===== config.mk =====
export PLATFORM = sky130hd
export DESIGN_NAME = multicycle_ctrl
export DESIGN_NICKNAME = d
export VERILOG_FILES = /design/src/rtl/multicycle_ctrl.sv
export SDC_FILE = /design/constraint.sdc
export NUM_CORES = 1
export LEC_CHECK = 0
export CAP_MARGIN = 30
export CORE_MARGIN = 2
export CORE_UTILIZATION = 35
export CTS_CLUSTER_SIZE = 14
export DETAILED_ROUTE_END_ITERATION = 6
export HOLD_SLACK_MARGIN = 0.02
export PLACE_DENSITY = 0.66
export SLEW_MARGIN = 10
export SYNTH_ARGS = -nofsm -noshare
export SYNTH_HDL_FRONTEND = slang
export SYNTH_SLANG_ARGS = --single-unit

===== constraint.sdc =====
create_clock -name clk -period 2.15 [get_ports clk]
set_input_delay 0.43 -clock clk [delete_from_list [all_inputs] [get_ports clk]]
set_output_delay 0.43 -clock clk [all_outputs]
set_load 0.03 [all_outputs]

===== src/rtl/multicycle_ctrl.sv =====
// TinyV multicycle control FSM: fetch/decode/execute/mem/writeback with memory timeout and traps.
// Latency (zero memory wait): JMP/JMPI/BR 3, ALU/ALUI/ST 4, LD 5 cycles; outputs decoded from state and inputs.
// Backpressure: mem_req held until mem_ready or timeout trap; optional irq trap via TINYV_CTRL_IRQ_EN.
module multicycle_ctrl #(
    parameter int OPCODE_W     = 4,
    parameter int ALU_SEL_W    = 3,
    parameter int ALU_ADD_CODE = 0,
    parameter int ALU_CMP_CODE = 1,
    parameter int MEM_TIMEOUT  = 15
) (
    input  logic                 clk,
    input  logic                 reset,
    input  logic [OPCODE_W-1:0]  opcode,
    input  logic [ALU_SEL_W-1:0] funct,
    input  logic                 br_taken,
    input  logic                 mem_ready,
`ifdef TINYV_CTRL_IRQ_EN
    input  logic                 irq,
    output logic                 irq_ack,
`endif
    output logic                 mem_req,
    output logic                 mem_we,
    output logic                 mem_adr_sel,
    output logic                 ir_load,
    output logic                 pc_ctrl,
    output logic [1:0]           pc_wr_sel,
    output logic [ALU_SEL_W-1:0] alu_op,
    output logic                 alu_a_sel,
    output logic [1:0]           alu_b_sel,
    output logic                 reg_we,
    output logic                 reg_data_sel,
    output logic [1:0]           reg_w_sel,
    output logic                 trap,
    output logic [1:0]           trap_cause,
    output logic                 halted
);

    localparam int CNT_W = (MEM_TIMEOUT > 0) ? $clog2(MEM_TIMEOUT + 1) : 1;
    localparam logic [CNT_W-1:0] CNT_LAST = CNT_W'((MEM_TIMEOUT > 0) ? MEM_TIMEOUT - 1 : 0);
    localparam logic [ALU_SEL_W-1:0] OP_ADD = ALU_SEL_W'(ALU_ADD_CODE);
    localparam logic [ALU_SEL_W-1:0] OP_CMP = ALU_SEL_W'(ALU_CMP_CODE);

    typedef enum logic [3:0] {
        S_FETCH, S_DECODE, S_JMP, S_JMPI, S_ALU_EX, S_ALUI_EX, S_ALU_RR, S_ALUI_RR,
        S_BR, S_LD_ST, S_LD_MEM, S_LD_RR, S_ST_MEM, S_TRAP, S_HALTED
    } state_t;

    state_t           state_q, state_d;
    logic [CNT_W-1:0] cnt_q, cnt_d;
    logic [1:0]       cause_q, cause_d;
    logic             req_state;
    logic             timed_out;
    logic             to_fetch;

    always_comb begin
        state_d   = state_q;
        cnt_d     = '0;
        cause_d   = cause_q;
        to_fetch  = 1'b0;
        req_state = (state_q == S_FETCH) || (state_q == S_LD_MEM) || (state_q == S_ST_MEM);
        timed_out = (MEM_TIMEOUT > 0) && req_state && !mem_ready && (cnt_q == CNT_LAST);
        case (state_q)
            S_FETCH:   if (mem_ready) state_d = S_DECODE;
            S_DECODE: begin
                if ((opcode >> 3) != '0) begin
                    state_d = S_TRAP;
                    cause_d = 2'd0;
                end else begin
                    case (opcode[2:0])
                        3'd0:    state_d = S_JMP;
                        3'd1:    state_d = S_JMPI;
                        3'd2:    state_d = S_ALU_EX;
                        3'd3:    state_d = S_ALUI_EX;
                        3'd4:    state_d = S_BR;
                        3'd5,
                        3'd6:    state_d = S_LD_ST;
                        default: state_d = S_HALTED;
                    endcase
                end
            end
            S_ALU_EX:  state_d = S_ALU_RR;
            S_ALUI_EX: state_d = S_ALUI_RR;
            S_LD_ST:   state_d = (opcode[2:0] == 3'd5) ? S_LD_MEM : S_ST_MEM;
            S_LD_MEM:  if (mem_ready) state_d = S_LD_RR;
            S_ST_MEM:  if (mem_ready) to_fetch = 1'b1;
            S_JMP, S_JMPI, S_ALU_RR, S_ALUI_RR, S_BR, S_LD_RR: to_fetch = 1'b1;
            S_TRAP:    state_d = S_FETCH;
            S_HALTED:  state_d = S_HALTED;
            default:   state_d = S_FETCH;
        endcase

        // Instruction completion is the only point where a pending interrupt is taken.
        if (to_fetch) begin
            state_d = S_FETCH;
`ifdef TINYV_CTRL_IRQ_EN
            if (irq) begin
                state_d = S_TRAP;
                cause_d = 2'd3;
            end
`endif
        end

        if (req_state && !mem_ready) cnt_d = cnt_q + CNT_W'(1);
        if (timed_out) begin
            state_d = S_TRAP;
            cause_d = 2'd1;
            cnt_d   = '0;
        end
    end

    always_ff @(posedge clk or posedge reset) begin
        if (reset) begin
            state_q <= S_FETCH;
            cnt_q   <= '0;
            cause_q <= 2'd0;
        end else begin
            state_q <= state_d;
            cnt_q   <= cnt_d;
            cause_q <= cause_d;
        end
    end

    always_comb begin
        mem_req      = 1'b0;
        mem_we       = 1'b0;
        mem_adr_sel  = 1'b0;
        ir_load      = 1'b0;
        pc_ctrl      = 1'b0;
        pc_wr_sel    = 2'b00;
        alu_op       = '0;
        alu_a_sel    = 1'b0;
        alu_b_sel    = 2'b00;
        reg_we       = 1'b0;
        reg_data_sel = 1'b0;
        reg_w_sel    = 2'b00;
        trap         = 1'b0;
        trap_cause   = 2'b00;
        halted       = 1'b0;
`ifdef TINYV_CTRL_IRQ_EN
        irq_ack      = 1'b0;
`endif
        if (!reset) begin
            case (state_q)
                S_FETCH: begin
                    mem_req = 1'b1;
                    alu_op  = OP_ADD;
                    ir_load = mem_ready;
                    pc_ctrl = mem_ready;
                end
                S_DECODE: begin
                    alu_op    = OP_ADD;
                    alu_b_sel = 2'b10;
                end
                S_JMP: begin
                    pc_wr_sel = 2'b10;
                    pc_ctrl   = 1'b1;
                end
                S_JMPI:    pc_ctrl = 1'b1;
                S_ALU_EX, S_ALUI_EX: begin
                    alu_op    = funct;
                    alu_a_sel = 1'b1;
                    alu_b_sel = (state_q == S_ALUI_EX) ? 2'b10 : 2'b00;
                end
                S_ALU_RR, S_ALUI_RR: begin
                    reg_we       = 1'b1;
                    reg_data_sel = 1'b1;
                    reg_w_sel    = (state_q == S_ALUI_RR) ? 2'b01 : 2'b00;
                end
                S_BR: begin
                    alu_op    = OP_CMP;
                    alu_a_sel = 1'b1;
                    pc_wr_sel = 2'b01;
                    pc_ctrl   = br_taken;
                end
                S_LD_ST: begin
                    alu_op    = OP_ADD;
                    alu_a_sel = 1'b1;
                    alu_b_sel = 2'b10;
                end
                S_LD_MEM: begin
                    mem_req     = 1'b1;
                    mem_adr_sel = 1'b1;
                end
                S_LD_RR: begin
                    reg_we    = 1'b1;
                    reg_w_sel = 2'b01;
                end
                S_ST_MEM: begin
                    mem_req     = 1'b1;
                    mem_we      = 1'b1;
                    mem_adr_sel = 1'b1;
                end
                S_TRAP: begin
                    trap       = 1'b1;
                    trap_cause = cause_q;
                    pc_wr_sel  = 2'b11;
                    pc_ctrl    = 1'b1;
`ifdef TINYV_CTRL_IRQ_EN
                    irq_ack    = (cause_q == 2'd3);
`endif
                end
                S_HALTED:  halted = 1'b1;
                default:   halted = 1'b0;
            endcase
        end
    end

endmodule


# Word-level counts from Yosys, hierarchy flattened

Cells that the tools add are included.
W data, S select, Z words.

Register bits: 10
Input bits: 11
Output and inout port bits: 21
Word-level logic and storage cells: 97

Add/sub/neg operators: 1
Eq/ne operators: 24
Muxes and demuxes: 47
Reduce and logical (&&, ||, !) cells: 22

Operator list:

| operator              | count |
|---|---|
| $eq A4 B4 Y1 const B  | 8 |
| $pmux W4 S8           | 1 |
| $mux W4               | 7 |
| $pmux W4 S6           | 1 |
| $mux W1               | 22 |
| $eq A4 B3 Y1 const B  | 4 |
| $mux W2               | 8 |
| $reduce_or A2 Y1      | 5 |
| $eq A3 B3 Y1 const B  | 3 |
| $reduce_or A3 Y1      | 3 |
| $eq A4 B2 Y1 const B  | 2 |
| $ne A4 B4 Y1 const B  | 2 |
| $reduce_or A7 Y1      | 1 |
| $eq A3 B2 Y1 const B  | 2 |
| $mux W3               | 2 |
| $pmux W2 S3           | 1 |
| $pmux W3 S2           | 1 |
| $reduce_or A6 Y1      | 1 |
| $add A4 B1 Y4 const B | 1 |
| $eq A4 B1 Y1 const B  | 1 |
| $logic_not A4 Y1      | 1 |
| $pmux W1 S2           | 2 |
| $pmux W2 S2           | 1 |
| $reduce_bool A2 Y1    | 2 |
| 10 further kinds      | 12 |

# Longest topological paths before layout

Gate-level depths: netlist (run 1).

Word-level depth: 7
Gate-level depth with buffers: 5
Mapped depth without buffers: 5

# Worst setup path after synthesis (run 1)

No wires, ideal clock.

Kind: reg-to-output
Start point: register state_q[1]
End point: output port alu_b_sel[1]
Arrival time: 2.274 ns
Required time: 1.720 ns
Setup slack: -0.554 ns
Stages on the path, launching flop included: 4
Path buffers: 2
Cells stage by stage: dfrtp_1 -> buf_2 -> buf_2 -> a2111oi_0

Word-level cells in the longest chain between the ends: 4
Elaborated cells between the ends (all ways): 9
Those cells by class: 4 x eq/ne; 3 x mux; 2 x reduce/logical

RTL lines:

| element                              | RTL line | text |
|---|---|---|
| start: declaration                   | 48       | `state_t state_q, state_d;` |
| start signal: assignment             | 117      | `state_q <= state_d;` |
| $eq A4 B3 Y1 (tied with other cells) | 143, 162 |  |
| $mux W2 (tied with other cells)      | 162      | `alu_b_sel = (state_q == S_ALUI_EX) ? 2'b10 : 2'b00;` |
| $pmux W2 S2 (*)                      | 143      | `case (state_q)` |
| $mux W2 (*)                          | 142      | `if (!reset) begin` |
| end: declaration                     | 29       | `output logic [1:0] alu_b_sel,` |

Mark *: on every way between the ends. The rest lies on a longest branch, timed or not.

# Worst setup path after layout (run 1)

Start point: register state_q[2]
End point: output port reg_w_sel[0]

Word-level cells in the longest chain between the ends: 4
Elaborated cells between the ends (all ways): 7
Those cells by class: 3 x eq/ne; 3 x mux; 1 x reduce/logical

RTL lines:

| element                                            | RTL line | text |
|---|---|---|
| $eq A4 B3 Y1 (on tied branches)                    | 143, 167 |  |
| $mux W1 / $reduce_or A2 Y1 (equally long branches) | -        |  |
| $pmux W1 S2 (*)                                    | 143      |  |
| $mux W1 (*)                                        | 142      |  |
| end: declaration                                   | 32       | `output logic [1:0] reg_w_sel,` |

Marked as above.

==> results of run 1 <==
## kinds of logic after synthesis
logic type                 Yosys count  synth area share (%)
xor gates and xnor gates             5                  5.26
muxes                                1                  1.20
adders and majority gates            2                  3.00
and+or+nand+nor                     48                  32.1
buffers and inverters               15                  8.56
AOI/OAI and AO/OA                   26                  22.4
DFF                                  9                  27.0
other                                1                 0.450
## power groups by stage
stage	sequential [µW]	clock (µW)	combinational, µW
floorplan	262	0	680
global placement	296	0	940
detailed placement	296	0	942
CTS	295	136	946
global route	309	147	1040
finish	300	129	947
## layout by cell type, fill, tap and decap left out, types with 3 or more instances in the layout
| master | count |
|---|---|
| a21oi_1 | 4 |
| a31oi_1 | 3 |
| and3_1 | 4 |
| buf_4 | 26 |
| clkbuf_4 | 3 |
| clkdlybuf4s50_1 | 9 |
| conb_1 | 3 |
| dfrtp_1 | 8 |
| inv_1 | 6 |
| nand2_1 | 4 |
| nand3_1 | 7 |
| nor2_1 | 11 |
| nor2b_1 | 4 |
| nor3_1 | 5 |
| nor4_1 | 4 |
| o21ai_0 | 5 |
| xnor2_1 | 3 |
## layout make-up
cell class	instances	area, µm²
fillers	226	1070
multi-input cells	85	556
repair buffers	36	298
flip-flops and latches	9	226
well taps	28	35.0
clock buffers	4	26.3
inverters	6	22.5
## critical path, cell delays in order, from the launching register on
cell	delay (ns)
dfrtp_1	0.47
buf_4	0.20
xnor2_1	0.13
buf_4	0.16
nor4_1	0.19
buf_4	0.21
## synthesized netlist by cell type, types with 3 or more instances
library cell,number,share of area [%]
nor2_1,12,5.4
dfrtp_1,9,27
nand3_1,7,4.2
inv_1,6,2.7
nor2b_1,5,3.8
nor3_1,5,3.0
o21ai_0,5,3.0
a21oi_1,4,2.4
and3_1,4,3.0
nand2_1,4,1.8
nor4_1,4,3.0
a31oi_1,3,2.3
buf_2,3,1.8
buf_4,3,2.7
clkbuf_1,3,1.4
xnor2_1,3,3.2
## routing by layer
metal / share of wire (%) / global-route usage, %
met4: 0 / 6.41
met2: 50 / 30.2
met1: 44 / 20.0
met5: 0 / 0
met3: 6.0 / 1.71
## through the flow
stage | instances | power (µW) | instance area (µm²) | hold slack [ns] | worst slack (ns)
finish | 168 | 1380 | 1160 | 0.439 | 0.0965
global route | 168 | 1490 | 1160 | 0.456 | 0.00374
CTS | 168 | 1380 | 1160 | 0.489 | 0.0310
detailed placement | 164 | 1240 | 1130 | 0.479 | 0.0370
global placement | 164 | 1240 | 1130 | 0.468 | 0.0416
floorplan | 109 | 942 | 847 | 0.274 | -0.00396
## worst paths after layout
| kind | to | slack [ns] | cells past startpoint |
|---|---|---|---|
| min in group clk | cnt_q[0] | 0.48 | 1 |
| max reg2reg | state_q[0] | 0.52 | 6 |
| max | reg_w_sel[0] | 0.1 | 5 |
| min | state_q[1] | 0.44 | 3 |
| min reg2reg | cnt_q[0] | 0.48 | 1 |
| max in group asynchronous | state_q[3] | 1.56 | 3 |
## registers in the layout (all words and copies together), names as in the netlist
name,flops
cnt_q,4
state_q,4
cause_q,1
==> results.py, run 1 <==
metrics = {
    "min_path": {
        "hp-class": "input port to async pin",
    },
    "clocking": {
        "clk_latency_ns": 0.26,
        "cts_made_buffers": 3,
        "cts_hold_buf": 0,
        "cts_root_buffer": "clkbuf_4",
        "cts_setup_buffers": 0,
        "cts_tree": "done",
        "cts_resized": 1,
        "path_clk_slew_ns": 0.06,
        "cts_buffer_depth": 2,
        "htreeDepth": 1,
        "clock_sinks": 9,
    },
    "floorplanning": {
        "core_area_mm2": 0.00223,
        "die_w_um": 52.8,
        "start_util_pct": 37.3,
        "die_h_um": 52.8,
        "io_pins": 32,
        "row_count": 17,
        "die-area_mm2": 0.00279,
    },
    "pwr": {
        "power_frac_comb_pct": 68.8,
        "seqPwrFrac_pct": 21.8,
        "swShare_pct": 50.7,
        "leakage_uw": 0.000564,
        "switching_power_uw": 698,
        "p_int_uw": 678,
        "irDropWorstVdd_mv": 0.549,
        "powerDensity_mw_per_mm2": 1180,
        "p_clk_share_pct": 9.4,
    },
    "timing": {
        "finClkSkew_ns": 0.000207,
        "rsz0062_at_grt": "false",
        "finalMaxSlewViolations": 0,
        "fmax_ghz": 0.487,
        "setup_tns_ns": 0,
        "finalSetupViolCount": 0,
        "final.min_clock_period_ns": 2.05,
        "hold_violations": 0,
        "period_share_pct": 95.5,
    },
    "logic_synthesis": {
        "ys_seq_area_share_pct": 27.0,
        "syn_inst": 107,
        "synth_edf_count": 0,
        "ys_ff_latch": 9,
        "yosys_warnings": 0,
        "syn_area_um2": 833,
        "avgSynthCellArea_um2": 7.79,
        "ys.flop_type": "dfrtp_1",
        "async_flop_share_pct": 100,
        "yosysUniqueCellTypes": 37,
    },
    "finish": {
        "utilization_pct": 52.1,
        "fin_nets": 154,
        "areaGrowthSynthToFinish_pct": 39.6,
        "drive_above_1_share_pct": 25.7,
        "num_antenna_cells": 0,
    },
    "route": {
        "dr.first_iter.drc_count": 10,
        "ant_nets": 0,
        "first_pass_iters": 4,
        "drc": 0,
        "viasPerCell": 5.27,
        "wl_per_cell_um": 12.8,
        "wirelength_um": 2160,
        "vias": 886,
    },
    "place": {
        "dp_hpwl_um": 1680,
        "place.gp.congestion": 0.746,
        "io_buffers": 28,
    },
    "outcome": {
        "status": "finished clean",
    },
    "global_routing": {
        "grt_pass1_vias": 800,
        "grt_max_degree": 19,
        "antenna_found_initial": 0,
        "grt.overflow.total": 0,
        "grtUsageTotal_pct": 16.7,
        "grt_pass1_wl_um": 3480,
    },
    "critical_path": {
        "critPathArrivalTime_ns": 1.62,
        "cp-start-kind": "flop",
        "cp-startpoint": "state_q[2]",
        "cp-end-kind": "output pin",
        "critPathMaxFanout": 9,
        "cp.required_ns": 1.72,
        "worstSetupPathType": "flop to output pin",
        "regToRegStartpoint": "state_q[2]",
    },
    "flow_run": {
        "maxCapViolCount": 0,
    },
}
(Power assumes the default switching activity.)
==> inputs of run 2 (changes only) <==
- ABC_AREA: unset -> 1
- CORE_UTILIZATION: 35 -> 47
- PLACE_DENSITY: 0.66 -> 0.84
- RECOVER_POWER: unset -> 50
==> run 2 against run 1 <==
Net effect:
- via count grew 1.4%
- die area fell by 22%
- worst hold slack improved by 0.084 ns
- utilization rose by 13 points
- critical path depth increased by 1
- sequential cell count is the same
- register-to-register slack better by 0.10 ns
- clock skew up 0.0041 ns
- total power down 17%
- critical endpoint unchanged
- largest power group unchanged
==> results.py, run 2 <==
metrics = {
    "logic_synthesis": {
        "syn_area_um2": 857,
        "yosys_warnings": 0,
        "syn_inst": 133,
        "ys_seq_area_share_pct": 26.3,
        "synthTopCellsByCount": "nand2_1, nor2_1, inv_1",
        "avgSynthCellArea_um2": 6.44,
        "ys.flop_type": "dfrtp_1",
        "synth_edf_count": 0,
        "ys_ff_latch": 9,
        "synth_most_common_cell": "nand2_1",
        "yosysUniqueCellTypes": 26,
        "async_flop_share_pct": 100,
        "synth_top_area_share_pct": 26.3,
        "yosys-top-cells-area": "dfrtp_1, nand2_1, nor2_1, nand3_1, inv_1",
        "yosys.area.top_type": "dfrtp_1",
    },
    "timing": {
        "hold_violations": 0,
        "worst_slack_ns": 0.101,
        "rsz0062_at_grt": "false",
        "finalSetupViolCount": 0,
        "final.min_clock_period_ns": 2.05,
        "finClkSkew_ns": 0.00435,
        "fmax_ghz": 0.488,
        "period_share_pct": 95.3,
        "finalMaxSlewViolations": 0,
        "hold_ws_ns": 0.523,
        "setup_tns_ns": 0,
    },
    "route": {
        "wl_per_cell_um": 10.8,
        "vias": 898,
        "wirelength_um": 2050,
        "drc": 0,
        "first_pass_iters": 4,
        "ant_nets": 0,
        "dr.first_iter.drc_count": 13,
        "viasPerCell": 4.75,
    },
    "clocking": {
        "cts_tree": "done",
        "clock_sinks": 9,
        "path_clk_slew_ns": 0.06,
        "cts_root_buffer": "clkbuf_4",
        "cts_hold_buf": 0,
        "htreeDepth": 1,
        "clk_latency_ns": 0.26,
        "cts_setup_buffers": 0,
        "cts_resized": 0,
        "cts_made_buffers": 3,
        "cts_buffer_depth": 2,
    },
    "place": {
        "place.gp.congestion": 0.896,
        "post_dp_cell_area_mm2": 0.00112,
        "dp_hpwl_um": 1590,
        "io_buffers": 28,
        "dp_slack_ns": 0.238,
    },
    "critical_path": {
        "critPathMaxFanout": 10,
        "worstSetupPathType": "input port to output pin",
        "reg2reg_slack_ns": 0.62,
        "cp.required_ns": 1.72,
        "cp-start-kind": "input port",
        "critPathArrivalTime_ns": 1.62,
        "cp-end-kind": "output pin",
    },
    "finish": {
        "num_antenna_cells": 0,
        "seqCellArea_um2": 225,
        "reg_top3": "cnt_q: 4 flops, state_q: 4 flops, cause_q: 1 flops",
        "utilization_pct": 65.0,
        "design_area_mm2": 0.00112,
        "final_common_cell": "nand2_1",
        "fillers": 180,
        "fin_nets": 178,
        "drive_above_1_share_pct": 23.8,
        "multi_input_comb_area_um2": 510,
        "areaGrowthSynthToFinish_pct": 30.9,
        "layout_common_cells": "nand2_1, buf_4, nor2_1",
    },
    "floorplanning": {
        "die_w_um": 46.7,
        "start_util_pct": 49.6,
        "io_pins": 32,
        "die-area_mm2": 0.00218,
        "row_count": 15,
        "core_area_mm2": 0.00173,
        "die_h_um": 46.7,
    },
    "global_routing": {
        "grtUsageTotal_pct": 20.9,
        "grt_pass1_wl_um": 3220,
        "grt.overflow.total": 0,
        "grt_pass1_vias": 785,
        "antenna_found_initial": 0,
        "grt_max_degree": 12,
    },
    "outcome": {
        "status": "finished clean",
    },
    "pwr": {
        "leakage_uw": 0.000622,
        "irDropWorstVdd_mv": 0.613,
        "powerDensity_mw_per_mm2": 1010,
    },
    "min_path": {
        "hp-class": "flop to flop",
    },
    "flow_run": {
        "maxCapViolCount": 0,
    },
}
run 2: path summary, 6_finish.rpt:
kind                       startpoint      endpoint  depth (start not counted)
hold / removal               cnt_q[0]      cnt_q[0]                          1
setup / recovery                reset  reg_w_sel[0]                          6
setup reg to reg           state_q[0]      cnt_q[1]                          5
min in group asynchronous       reset    state_q[2]                          3
hold reg to reg              cnt_q[0]      cnt_q[0]                          1
max in group asynchronous       reset    cause_q[0]                          3
run 2: power breakdown:
part           internal (µW)  total, µW  switching, µW
Combinational            242        717            475
Sequential               219        291           71.7
Clock                   71.5        131           59.3
Total                    533       1140            606
run 2: final cells by class:
| type | count | area share (%) |
|---|---|---|
| multi-input cells | 100 | 45.5 |
| flip-flops and latches | 9 | 20.1 |
| clock buffers | 4 | 2.34 |
| repair buffers | 30 | 22.3 |
| well taps | 25 | 2.79 |
| inverters | 21 | 7.02 |
run 2: critical path: stages:
cell           delay, ns
dlygate4sd3_1       0.56
inv_1               0.14
buf_4               0.22
nand2_1             0.07
inv_1               0.05
buf_4               0.15
run 2: metal layers:
layer	part of all wire, %	routed length (µm)	global-route usage (%)	up-vias
met5	0	0	0	-
met4	0.29	6	9.44	0
met3	6.3	129	1.57	2
met2	50	1020	37.5	30
met1	43	886	25.3	392
li1	-	-	-	474
run 2: stage by stage:
stage          cells  power [µW]
2_1_floorplan    135         833
3_3_place_gp     185        1020
3_5_place_dp     185        1030
4_1_cts          189        1170
5_1_grt          189        1240
6_report         189        1140
run 2: kinds of logic (layout without fill, tap and decap cells):
logic type / count (synthesis) / count (layout) / share of synthesized area [%]
AOI/OAI and AO/OA: 9 / 9 / 5.98
xor gates and xnor gates: 2 / 2 / 2.04
adders and majority gates: 2 / 2 / 2.92
buffers and inverters: 26 / 55 / 12.7
DFF: 9 / 9 / 26.3
other: 1 / 3 / 0.438
and+or+nand+nor: 84 / 84 / 49.6
